### src/rtl/ds1302_responder.sv
// DS1302 3-wire RTC slave: single-byte register read/write over SCLK/CE/SIO
// plus a free-running BCD hh:mm:ss clock with write-protect and clock-halt.
module ds1302_responder #(
  parameter int CLK_FREQ = 50_000_000
) (
  input  logic        clk,
  input  logic        rst,
  input  logic        rtc_sclk,
  input  logic        rtc_rst,
  input  logic        sio_i,
  output logic        sio_o,
  output logic        sio_oe,
  output logic [23:0] time_bcd
);

  localparam int CW = (CLK_FREQ > 2) ? $clog2(CLK_FREQ) : 1;

  typedef enum logic [2:0] {IDLE, CMD, WDATA, RDATA, DONE} state_t;

  logic [2:0]    sclk_q;
  logic [1:0]    ce_q, sio_q;
  logic          rise_q, fall_q;
  state_t        state_q;
  logic [2:0]    cnt_q;
  logic [6:0]    sh_q;
  logic [4:0]    addr_q;
  logic [7:0]    rd_q;
  logic [3:0]    rcnt_q;
  logic [7:0]    regs_q [8];
  logic [CW-1:0] tick_q;
  logic          sio_o_q, oe_q;
  logic [23:0]   time_q;

  logic [7:0] byte_w, sec_n, min_n, hour_n;
  logic       wr_ok, tick, hold;

  function automatic logic [7:0] bcd_inc(input logic [7:0] v, input logic [7:0] lim);
    if (v >= lim)          return 8'h00;
    if (v[3:0] >= 4'd9)    return {v[7:4] + 4'd1, 4'h0};
    return v + 8'd1;
  endfunction

  // Byte as it stands once the bit being sampled now is shifted in.
  assign byte_w = {sio_q[1], sh_q};
  assign wr_ok  = (state_q == WDATA) && ce_q[1] && rise_q && (cnt_q == 3'd7) &&
                  (addr_q[4:3] == 2'b00) && ((addr_q[2:0] == 3'd7) || !regs_q[7][7]);
  assign hold   = wr_ok && (addr_q[2:0] < 3'd3);
  assign tick   = (tick_q == CW'(CLK_FREQ - 1));

  always_comb begin
    sec_n  = bcd_inc(regs_q[0], 8'h59);
    min_n  = regs_q[1];
    hour_n = regs_q[2];
    if (regs_q[0] >= 8'h59) begin
      min_n = bcd_inc(regs_q[1], 8'h59);
      if (regs_q[1] >= 8'h59) hour_n = bcd_inc(regs_q[2], 8'h23);
    end
  end

  always_ff @(posedge clk) begin
    if (rst) begin
      sclk_q  <= '0;
      ce_q    <= '0;
      sio_q   <= '0;
      rise_q  <= 1'b0;
      fall_q  <= 1'b0;
      state_q <= IDLE;
      cnt_q   <= '0;
      sh_q    <= '0;
      addr_q  <= '0;
      rd_q    <= '0;
      rcnt_q  <= '0;
      tick_q  <= '0;
      sio_o_q <= 1'b0;
      oe_q    <= 1'b0;
      time_q  <= '0;
      regs_q[0] <= 8'h00;
      regs_q[1] <= 8'h00;
      regs_q[2] <= 8'h00;
      regs_q[3] <= 8'h01;
      regs_q[4] <= 8'h01;
      regs_q[5] <= 8'h01;
      regs_q[6] <= 8'h00;
      regs_q[7] <= 8'h80;
    end else begin
      sclk_q <= {sclk_q[1:0], rtc_sclk};
      ce_q   <= {ce_q[0], rtc_rst};
      sio_q  <= {sio_q[0], sio_i};
      rise_q <= sclk_q[1] & ~sclk_q[2];
      fall_q <= ~sclk_q[1] & sclk_q[2];
      time_q <= {regs_q[2], regs_q[1], 1'b0, regs_q[0][6:0]};

      tick_q <= tick ? '0 : tick_q + 1'b1;
      // A time-register commit on a tick cycle drops that whole increment.
      if (tick && !regs_q[0][7] && !hold) begin
        regs_q[0] <= sec_n;
        regs_q[1] <= min_n;
        regs_q[2] <= hour_n;
      end
      if (wr_ok) begin
        case (addr_q[2:0])
          3'd0: begin
            regs_q[0] <= byte_w;
            tick_q    <= '0;
          end
          3'd2:    regs_q[2] <= {1'b0, byte_w[6:0]};
          3'd7:    regs_q[7] <= {byte_w[7], 7'b0};
          default: regs_q[addr_q[2:0]] <= byte_w;
        endcase
      end

      if (!ce_q[1]) begin
        state_q <= IDLE;
        oe_q    <= 1'b0;
      end else begin
        case (state_q)
          IDLE: begin
            state_q <= CMD;
            cnt_q   <= '0;
          end
          CMD: if (rise_q) begin
            sh_q  <= byte_w[7:1];
            cnt_q <= cnt_q + 3'd1;
            if (cnt_q == 3'd7) begin
              addr_q <= byte_w[5:1];
              if (!byte_w[7] || byte_w[6] || (byte_w[5:1] == 5'd31)) state_q <= DONE;
              else if (!byte_w[0]) state_q <= WDATA;
              else begin
                state_q <= RDATA;
                rcnt_q  <= '0;
                rd_q    <= (byte_w[5:4] == 2'b00) ? regs_q[byte_w[3:1]] : 8'h00;
              end
            end
          end
          WDATA: if (rise_q) begin
            sh_q  <= byte_w[7:1];
            cnt_q <= cnt_q + 3'd1;
            if (cnt_q == 3'd7) state_q <= DONE;
          end
          RDATA: if (fall_q) begin
            if (rcnt_q == 4'd8) begin
              oe_q    <= 1'b0;
              state_q <= DONE;
            end else begin
              oe_q    <= 1'b1;
              sio_o_q <= rd_q[0];
              rd_q    <= {1'b0, rd_q[7:1]};
              rcnt_q  <= rcnt_q + 4'd1;
            end
          end
          DONE:    ;
          default: state_q <= IDLE;
        endcase
      end
    end
  end

  assign sio_o    = sio_o_q;
  assign sio_oe   = oe_q;
  assign time_bcd = time_q;

endmodule

### config.mk
export PLATFORM = sky130hd
export DESIGN_NAME = ds1302_responder
export DESIGN_NICKNAME = d
export VERILOG_FILES = /design/src/rtl/ds1302_responder.sv
export SDC_FILE = /design/constraint.sdc
export NUM_CORES = 1
export LEC_CHECK = 0
export BUFFER_PORTS_ARGS = -buffer_cell sky130_fd_sc_hd__clkbuf_2
export CORE_MARGIN = 8
export CORE_UTILIZATION = 47
export CTS_CLUSTER_DIAMETER = 80
export DETAILED_ROUTE_END_ITERATION = 8
export PLACE_DENSITY = 0.65
export SYNTH_ARGS = -nofsm -noshare
export SYNTH_HDL_FRONTEND = slang
export SYNTH_SLANG_ARGS = --single-unit
export TNS_END_PERCENT = 50
### constraint.sdc
create_clock -name clk -period 3.22 [get_ports clk]
set_input_delay 0.644 -clock clk [delete_from_list [all_inputs] [get_ports clk]]
set_output_delay 0.644 -clock clk [all_outputs]
set_load 0.1 [all_outputs]
======== After elaboration in Yosys (flattened, before gate mapping) ========
Memories as Yosys holds them, arrays and structs flattened. A register that Yosys moved wholly into a read port is not among the register bits.
Cells that the tools add are included.
storage, ports and cells
  flip-flop bits (word level) ............. 91
  bits in read-only memories .............. 0
  memories ................................ 1
  memory bits (writable) .................. 64
  bits in latches ......................... 0
operators by class
  mux-type cells .......................... 92
  divide/modulo/power cells ............... 0
  $add $sub $neg .......................... 9
  reduce and logical (&&, ||, !) cells .... 32
  eq/ne operators ......................... 20
  multipliers ............................. 0
  $lt $le $gt $ge ......................... 7
  bitwise operators ....................... 13
  shift operators ......................... 0
memory list
  name    depth  bits a word  rd ports  clocked after memory_dff  write ports  RTL line  text
  regs_q  8      8            5         1                         8            29        logic [7:0] regs_q [8];
operators by type and width
  operator               number
  $mux 8                 29
  $mux 26                3
  $mux 1                 39
  $mux 3                 11
  $add 26x1->26 const B  1
  $eq 26x26->1 const B   1
  $add 8x1->8 const B    3
  $mux 4                 6
  $add 4x1->4 const B    4
  $ge 8x7->1 const B     2
  $ne 2x2->1 const B     8
  $pmux 8 s2             1
  $pmux 3 s5             1
  $ge 4x4->1 const B     3
  $eq 3x2->1 const B     3
  $eq 3x3->1 const B     3
  $ge 8x6->1 const B     1
  $logic_and 1x1->1      8
  $pmux 4 s2             1
  $reduce_and 4->1       2
  $reduce_and 8->1       1
  $reduce_or 8->1        1
  $reduce_and 7->1       1
  $logic_not 3->1        2
  18 further kinds       38

======== Longest topological paths before layout ========
Gate-level depths: netlist of run 1.
  word-level depth ........................ 14
  mapped depth ............................ 10
  mapped depth without buffers ............ 7

======== Least setup slack after synthesis of run 1 ========
OpenSTA, ideal clock, no wires.
  kind .................................... register -> register
  start ................................... register tick_q[0]
  end ..................................... memory regs_q[2][0] (enable)
  arrival time ............................ 2230 ps
  cell stages (with the launch flop) ...... 7
  buffers on the path ..................... 0
  setup slack ............................. 603 ps
  setup time .............................. 387 ps
  data required time ...................... 2833 ps
  cell sequence ........................... dfxtp_1 -> ha_1 -> nand2_1 -> or2_1 -> nor4_4 -> nand3b_1 -> o31ai_1
RTL lines
  item                      RTL line  text
  start: declaration        30        logic [CW-1:0] tick_q;
  start signal: assignment  93        tick_q <= tick ? '0 : tick_q + 1'b1;
  end: declaration          29

==> results of run 1 <==
## critical path, cell delays in order (launching register included)
cell and delay [ns]:
dfxtp_1 0.39, ha_1 0.26, nand2_1 0.10, or2_1 0.26
nor4_4 0.38, nand3b_1 0.15, o31ai_1 0.93
## per-stage QoR
step	power, mW	area [µm²]	instances	setup WS (ns)	hold slack, ns
2_1_floorplan	2.36	7290	675	0.603	0.383
3_3_place_gp	2.42	7650	876	0.486	0.394
3_5_place_dp	2.42	7650	876	0.407	0.395
4_1_cts	4.32	8220	908	0.406	0.407
5_1_grt	4.42	8220	908	0.188	0.430
6_report	4.29	8220	908	0.371	0.404
## worst paths after layout
path / slack, ns / start / depth (start not counted) / to
worst min register to register: 0.40 / sclk_q[2] / 1 / rise_q
worst min-delay path: 0.40 / sclk_q[2] / 1 / rise_q
worst max-delay path: 0.37 / tick_q[0] / 6 / regs_q[2][3]
worst max register to register: 0.37 / tick_q[0] / 6 / regs_q[2][3]
## power groups by stage
stage | sequential (mW) | combinational, mW | clock, mW
2_1_floorplan | 2.26 | 0.103 | 0
3_3_place_gp | 2.20 | 0.220 | 0
3_5_place_dp | 2.20 | 0.223 | 0
4_1_cts | 2.16 | 0.224 | 1.94
5_1_grt | 2.16 | 0.239 | 2.02
6_report | 2.16 | 0.222 | 1.91
## cell usage in the layout (no fill, tap or decap), types with 4 or more instances in the layout
master / instances
clkbuf_8: 4
or2_2: 6
clkbuf_16: 19
o21ai_1: 4
nor4_4: 4
nand3b_1: 6
xor2_1: 21
nand3_1: 17
inv_1: 18
ha_1: 20
nand4_1: 11
and3_1: 5
clkbuf_1: 4
or3_1: 6
clkbuf_2: 29
mux4_2: 16
mux2i_1: 29
nor2_1: 72
nor2b_1: 22
edfxtp_1: 64
nor3_1: 7
conb_1: 9
xnor2_1: 15
a21oi_1: 11
o21ai_0: 19
nand2b_1: 12
nand2_1: 53
and2_1: 37
clkinv_2: 4
o31ai_1: 11
o41ai_1: 8
buf_4: 20
dfxtp_1: 93
## sequential cells by signal (all words and copies together) (netlist names), 2 cells and up, named ones only
| signal | flops |
|---|---|
| cnt_q | 3 |
| ce_q | 2 |
| rcnt_q | 4 |
| regs_q | 64 |
| rd_q | 8 |
| state_q | 3 |
| time_bcd | 23 |
| sclk_q | 3 |
| sio_q | 2 |
| sh_q | 7 |
| tick_q | 26 |
| addr_q | 5 |
## kinds of logic (layout without fill, tap and decap cells)
logic type               after synthesis  after routing
AO/OA/AOI/OAI                         75             75
flip-flops                           157            157
AND/OR/NAND/NOR                      278            278
adder cells (fa/ha/maj)               21             21
XOR/XNOR                              36             36
buffers and inverters                 54             99
multiplexers                          45             45
other                                  1              9
## area by class of cell
| type | instances | area, µm² | share of cell area, % |
|---|---|---|---|
| clock inverter | 5 | 26.3 | 0.320 |
| timing repair buffer | 49 | 295 | 3.59 |
| inverter | 18 | 67.6 | 0.822 |
| sequential | 157 | 3780 | 46.0 |
| tap | 188 | 235 | 2.86 |
| clock buffer | 27 | 546 | 6.64 |
| multi-input combinational | 464 | 3270 | 39.7 |
## routing by layer
layer  global-route usage, %  vias to the layer above  part of all wire (%)
li1                        -                     2427                     -
met1                    20.3                     2434                    44
met2                    27.5                      124                    49
met3                    4.18                       21                   5.1
met4                    5.94                        0                   2.2
met5                       0                        -                     0
==> metrics, run 1 <==
total clock buffers created by CTS 17; Mean Syn Cell Area 10.9 µm²; clk buf depth 2; Final ANT Viol Nets 0; Mapped Area around 7300 µm²; Resize count post-CTS 0; Setup CP Type register to register; worst path required time 3.25 ns; filler instances 1262; Die X 140 µm; Seq/Total Area, Yosys a little over half; area leader, netlist edfxtp_1; Synth area leaders edfxtp_1 (26%), dfxtp_1 (26%), mux4_2 (5.0%); Worst Tran Pin Value 1.25 ns; Setup TNS 0 ns; CP Capture Type register; Final Util 54.3%; die area 19700 µm²; crit path max fanout 8; root buffer selected by CTS clkbuf_16; largest net degree at the start of global routing 33; most frequent cell after synthesis dfxtp_1; Core Footprint 15100 µm²; sequential share of power about half; Fmax 0.351 GHz; Routed WL per cell around 17 µm; NetSw 0.958 mW; hpwl dp 11100 µm; CTS HTree Levels 4; DR vias/cell 5.51; leak pwr a little over 3 nW; drt pass-1 iters 5; All-Layer GR Usage 16.5%; Post-Synth XOR/XNOR Area under 10%; largest family of logic cells by synthesized area simple AND/OR/NAND/NOR gates; aggregate routed wire length 15800 µm; Area Growth Syn to Fin 13.3%; hold buffers post-CTS 0; # DRC 0; Hold Fails Final Rpt 0; Final Setup Violations 0; post-synth top area share about a quarter; kind of start point of the critical path register; Reg clk slew, reported paths 0.06 ns; layout cells sized above 1 between 10% and 20%; mux contribution to synthesized area 8.97%; worst-skew pair later-pin latency 0.42 ns; Post-CTS Setup Bufs 0; ant diodes 0; first-pass GRT wire length approximately 26000 µm; max_cap viols 0; Starting DRT DRC Count 410; total gr overflow 0; post-synth cell types 58; CTS sink cnt 157; # IOs 31; initial antenna violation count 0; nets 732; Slew HR 16.4%; vias around 5.0k; vias in the first global route 4923; Async SR Flop Fraction 0%; CTS tree yes; Synthesis Warnings 0; Mapped Cells roughly 670; status finished clean; Tmin final approximately 2.8 ns; power per cell area 522 nW/µm²; max-slew violations 0; Max Clock Skew ~0.011 ns; internal power 3.33 mW; Sw Ratio 22.3%; flops & latches, synth 157; Post-Synth Simple-Gate Area 20.8%; row count 45; input/output buffers 29; CP arrival roughly 2.9 ns; DIE HEIGHT around 140 µm; adder-cell area share of the yosys netlist 3.59%; Main synth FF type dfxtp_1; unrepaired setup endpoints after global routing no; Synth Area in Compound Gates 6.86%; Comb power frac approximately 5.2%; initial core utilization approximately 48%; Post-synth EDFFs 64; Synth top cells by count dfxtp_1 (93), nor2_1 (72), edfxtp_1 (64); worst ir drop on vdd 0.000359 V; worst hold path type register to register; clock network power share between 40 and 50%; RePlAce Congestion 0.891; crit share post-route 88.5%
Power figures use the tool's default switching activity.
==> run 2, diff against run 1 <==
--- a/config.mk
+++ b/config.mk
@@ -6,11 +6,14 @@
 export NUM_CORES = 1
 export LEC_CHECK = 0
 export BUFFER_PORTS_ARGS = -buffer_cell sky130_fd_sc_hd__clkbuf_2
+export CELL_PAD_IN_SITES_DETAIL_PLACEMENT = 0
+export CELL_PAD_IN_SITES_GLOBAL_PLACEMENT = 1
 export CORE_MARGIN = 8
 export CORE_UTILIZATION = 47
+export CTS_BUF_LIST = sky130_fd_sc_hd__clkbuf_4 sky130_fd_sc_hd__clkbuf_8
 export CTS_CLUSTER_DIAMETER = 80
 export DETAILED_ROUTE_END_ITERATION = 8
-export PLACE_DENSITY = 0.65
+export PLACE_DENSITY = 0.77
 export SYNTH_ARGS = -nofsm -noshare
 export SYNTH_HDL_FRONTEND = slang
 export SYNTH_SLANG_ARGS = --single-unit
==> run 2 against run 1 <==
  * Register-to-register slack better by 0.03 ns
  * Non-clock buffer count up 2
  * Combinational power about the same
  * First-iteration DRC count down 3.9%
  * Die area unchanged
  * Final cell count up 0.22%
  * Count of clock-buffer cells in the layout down 7
  * Hold slack worse by 0.016 ns
  * Design area down 2.5%
  * Critical path type unchanged
  * Clock power down 29%
==> metrics, run 2 (synthesis results as in run 1) <==
status finished clean; ant diodes 0; CTS sink cnt 157; largest net degree at the start of global routing 56; Die X 140 µm; # IOs 31; Fmax 0.355 GHz; Final Setup Violations 0; hold buffers post-CTS 0; Slowest-stage cell, CP o31ai_1; internal power 2.80 mW; Max Used Layer met4; Routed WL per cell 16.9 µm; vias 5002; Core Footprint 15100 µm²; clock network power share 36.3%; total clock buffers created by CTS 17; power per cell area 464 nW/µm²; # DRC 0; leak pwr approximately 3 nW; wl on met1 6710 µm; unrepaired setup endpoints after global routing no; NetSw 0.924 mW; kind of start point of the critical path register; CP Capture Type register; aggregate routed wire length 15400 µm; Setup CP Type register to register; final instance area 8020 µm²; worst hold path type input pin to register; met3 routed wirelength 968 µm; final hold slack 0.388 ns; initial antenna violation count 0; drt pass-1 iters 5; CTS tree yes; Slew HR 21.5%; root buffer selected by CTS clkbuf_8; Tmin final around 2.8 ns; crit share post-route 87.6%; crit path max fanout 8; DR vias/cell between 5 and 6; Max Clock Skew 0.00870 ns; DR WL met2 7500 µm; DP Worst Slack 0.404 ns; nets between 700 and 800; max_cap viols 0; Final Util 52.9%; Final ANT Viol Nets 0; layout cells sized above 1 15.4%; worst ir drop on vdd approximately 0.00026 V; All-Layer GR Usage 16.1%; sequential share of power 57.8%; Starting DRT DRC Count 394; Post-CTS Setup Bufs 0; final worst setup slack between 0.4 and 0.5 ns; vias in the first global route 4863; CTS HTree Levels 4; most common cell after layout, fill and taps aside dfxtp_1; Reg clk slew, reported paths 0.08 ns; hpwl dp 10900 µm; placed cell areas 7660 µm²; RePlAce Congestion roughly 0.81; footprint of the multi-input gates 3270 µm²; most frequent cells in the layout dfxtp_1 (93), nor2_1 (72), edfxtp_1 (64), nand2_1 (53), and2_1 (37); Worst Tran Pin Value 1.17 ns; max-slew violations 0; Resize count post-CTS 0; worst path bufs/invs 0; input/output buffers 29; Area Growth Syn to Fin 10.5%; clk buf depth 2; row count 45; Hold Fails Final Rpt 0; DIE HEIGHT 140 µm; critical path's top delay family compound AO/OA/AOI/OAI gates; die area 19700 µm²; Comb power frac under 10%; Cell Chain, Critical Path ha_1 -> nand2_1 -> or2_1 -> nor4_4 -> nand3b_1 -> o31ai_1; filler instances 1348; FF/Latch Area 3780 µm²; Setup TNS 0 ns; max FFs per register 64; initial core utilization roughly 48%; Reg with most FFs regs_q; Sw Ratio 24.8%; CP max stage delay 0.90 ns; CP arrival between 2 and 3 ns; first-pass GRT wire length 24700 µm; total gr overflow 0; worst path required time 3.30 ns; worst-skew pair later-pin latency about 0.46 ns
[run 2: changes by cell type in the layout (fill, tap and decap cells not counted), moves of 2 or more]
cell | previous run | this run
buf_4 | 20 | 22
clkinv_2 | 4 | 1
clkbuf_8 | 4 | 17
clkbuf_16 | 19 | 0
clkbuf_4 | 0 | 3
clkbuf_1 | 4 | 0
clkinv_1 | 0 | 4
clkinvlp_4 | 0 | 4
[run 2: area by class of cell]
class,instances,share of cell area (%)
Tap cell,188,2.93
Clock buffer,20,3.20
Sequential cell,157,47.2
Clock inverter,12,1.22
Timing Repair Buffer,51,3.87
Inverter,18,0.843
Multi-Input combinational cell,464,40.7
[run 2: stage by stage]
stage | cells | power [mW]
final | 910 | 3.72
after global routing | 910 | 3.85
after CTS | 910 | 3.75
after detailed placement | 878 | 2.42
after global placement | 878 | 2.41
after floorplan | 675 | 2.36
[run 2: layer usage]
| metal | vias to the layer above | track usage [%] |
|---|---|---|
| li1 | 2427 | - |
| met1 | 2427 | 19.9 |
| met2 | 130 | 26.3 |
| met3 | 18 | 4.59 |
| met4 | 0 | 5.94 |
| met5 | - | 0 |
[run 2: worst paths after layout]
path                  start           end  slack [ns]  cells past startpoint
setup / recovery  tick_q[0]  regs_q[2][1]        0.40                      6
hold / removal     rtc_sclk     sclk_q[0]        0.39                      2
setup reg to reg  tick_q[0]  regs_q[2][1]        0.40                      6
hold reg to reg   sclk_q[2]        rise_q        0.41                      1
[run 2: power groups by stage]
stage	Sequential [mW]	Combinational [mW]	Clock (mW)
finish	2.15	0.220	1.35
global route	2.16	0.237	1.46
CTS	2.15	0.222	1.38
detailed placement	2.20	0.222	0
global placement	2.19	0.219	0
floorplan	2.26	0.103	0
==> run 3, diff against run 2 <==
--- a/config.mk
+++ b/config.mk
@@ -5,12 +5,12 @@
 export SDC_FILE = /design/constraint.sdc
 export NUM_CORES = 1
 export LEC_CHECK = 0
-export BUFFER_PORTS_ARGS = -buffer_cell sky130_fd_sc_hd__clkbuf_2
+export BUFFER_PORTS_ARGS = -buffer_cell sky130_fd_sc_hd__buf_4
 export CELL_PAD_IN_SITES_DETAIL_PLACEMENT = 0
 export CELL_PAD_IN_SITES_GLOBAL_PLACEMENT = 1
 export CORE_MARGIN = 8
 export CORE_UTILIZATION = 47
-export CTS_BUF_LIST = sky130_fd_sc_hd__clkbuf_4 sky130_fd_sc_hd__clkbuf_8
+export CTS_BUF_LIST = sky130_fd_sc_hd__clkbuf_2
 export CTS_CLUSTER_DIAMETER = 80
 export DETAILED_ROUTE_END_ITERATION = 8
 export PLACE_DENSITY = 0.77
==> run 3 against run 2 <==
  * Setup slack lost 0.022 ns
  * Count of clock-buffer cells in the layout stayed put
  * Sequential power hardly changed
  * Critical path depth unchanged
==> metrics, run 3 (synthesis results as in run 1) <==
Reg with most FFs regs_q; most frequent cells in the layout dfxtp_1 (93), nor2_1 (72), edfxtp_1 (64), nand2_1 (53), buf_4 (52); power per cell area 436 nW/µm²; Fmax 0.352 GHz; unrepaired setup endpoints after global routing no; CTS tree yes; layout cells sized above 1 15.8%; met1 Use GR 19.9%; largest net degree at the start of global routing 52; CTS sink cnt 157; die area 19700 µm²; Hold Fails Final Rpt 0; grt met2 use 27.2%; reg2reg setup slack about 0.38 ns; worst ir drop on vdd 0.000210 V; clk buf depth 2; worst-skew pair later-pin latency 0.72 ns; root buffer selected by CTS clkbuf_2; CP arrival 3.20 ns; # IOs 31; hold buffers post-CTS 0; CTS HTree Levels 4; # DRC 0; most common cell after layout, fill and taps aside dfxtp_1; filler instances 1348; final worst setup slack 0.379 ns; row count 45; initial antenna violation count 1; Slew HR 18.4%; Starting DRT DRC Count 329; Setup CP Type register to register; GR Util met3 under 10%; Final Util 52.8%; max_cap viols 0; leak pwr 3.01 nW; crit path max fanout 8; aggregate routed wire length 15300 µm; kind of start point of the critical path register; vias between 5k and 6k; GR peak layer met2; first-pass GRT wire length 25100 µm; crit share post-route between 80 and 90%; drt pass-1 iters 4; RePlAce Congestion 0.853; Routed WL per cell 16.7 µm; worst hold path type input pin to register; CP Capture Type register; Core Footprint approximately 15000 µm²; Resize count post-CTS 0; input/output buffers 29; Tmin final 2.84 ns; max-slew violations 0; worst path required time approximately 3.6 ns; status finished clean; Max Clock Skew 0.0396 ns; hpwl dp 10800 µm; All-Layer GR Usage ~16%; nets 735; Worst Tran Pin Value 1.22 ns; DR vias/cell ~5.5; Area Growth Syn to Fin 10.3%; Setup TNS 0 ns; DP Worst Slack between 0.3 and 0.4 ns; initial core utilization 47.9%; total clock buffers created by CTS 17; Post-CTS Setup Bufs 0; Die X 140 µm; max FFs per register 64; vias in the first global route about 4.9k; Final ANT Viol Nets 0; Reg clk slew, reported paths ~0.21 ns; DIE HEIGHT 140 µm; Final Setup Violations 0; total gr overflow 0
## run 3: cell count changes in the layout (fill, tap and decap cells not counted), sizes merged
cell	delta
buf	+30
bufinv	+2
clkbuf	-29
clkinvlp	-3
diode	+5
inv	+1
## run 3: path summary, 6_finish.rpt
kind / depth (start not counted) / end / start
setup / recovery: 6 / regs_q[2][1] / tick_q[0]
hold / removal: 2 / sclk_q[0] / rtc_sclk
setup reg to reg: 6 / regs_q[2][1] / tick_q[0]
hold reg to reg: 1 / rise_q / sclk_q[2]
## run 3: final cells by class
cell class	instances	area (µm²)	share of cell area (%)
antenna	5	12.5	0.156
clock buffer	20	100	1.25
clock inverter	12	145	1.81
inverter	18	67.6	0.845
multi-input combinational	464	3270	40.8
sequential	157	3780	47.3
tap	188	235	2.94
timing repair buffer	52	390	4.88
## run 3: through the flow
stage                     area (µm²)  cells  power (mW)  hold slack (ns)
after floorplan                 7290    675        2.36            0.383
after global placement          7740    879        2.42            0.390
after detailed placement        7740    879        2.43            0.411
after CTS                       7990    911        3.53           0.0413
after global routing            8000    916        3.63           0.0570
final                           8000    916        3.49            0.131
## run 3: where the power goes
group | leakage (nW) | switching [mW] | internal (mW) | total [mW]
clock | 0.154 | 0.666 | 0.438 | 1.10
sequential | 1.39 | 0.0368 | 2.12 | 2.16
combinational | 1.47 | 0.165 | 0.0636 | 0.228
## run 3: critical path, cell delays in order, from the launching register on
cell,delay [ns]
dfxtp_1,0.44
ha_1,0.26
nand2_1,0.11
or2_1,0.27
nor4_4,0.36
nand3b_1,0.16
o31ai_1,0.91
## run 3: metal layers
metal	share of wire, %	vias to the layer above
met4	2.0	0
li1	-	2441
met1	44	2435
met5	0	-
met2	49	135
met3	4.7	21
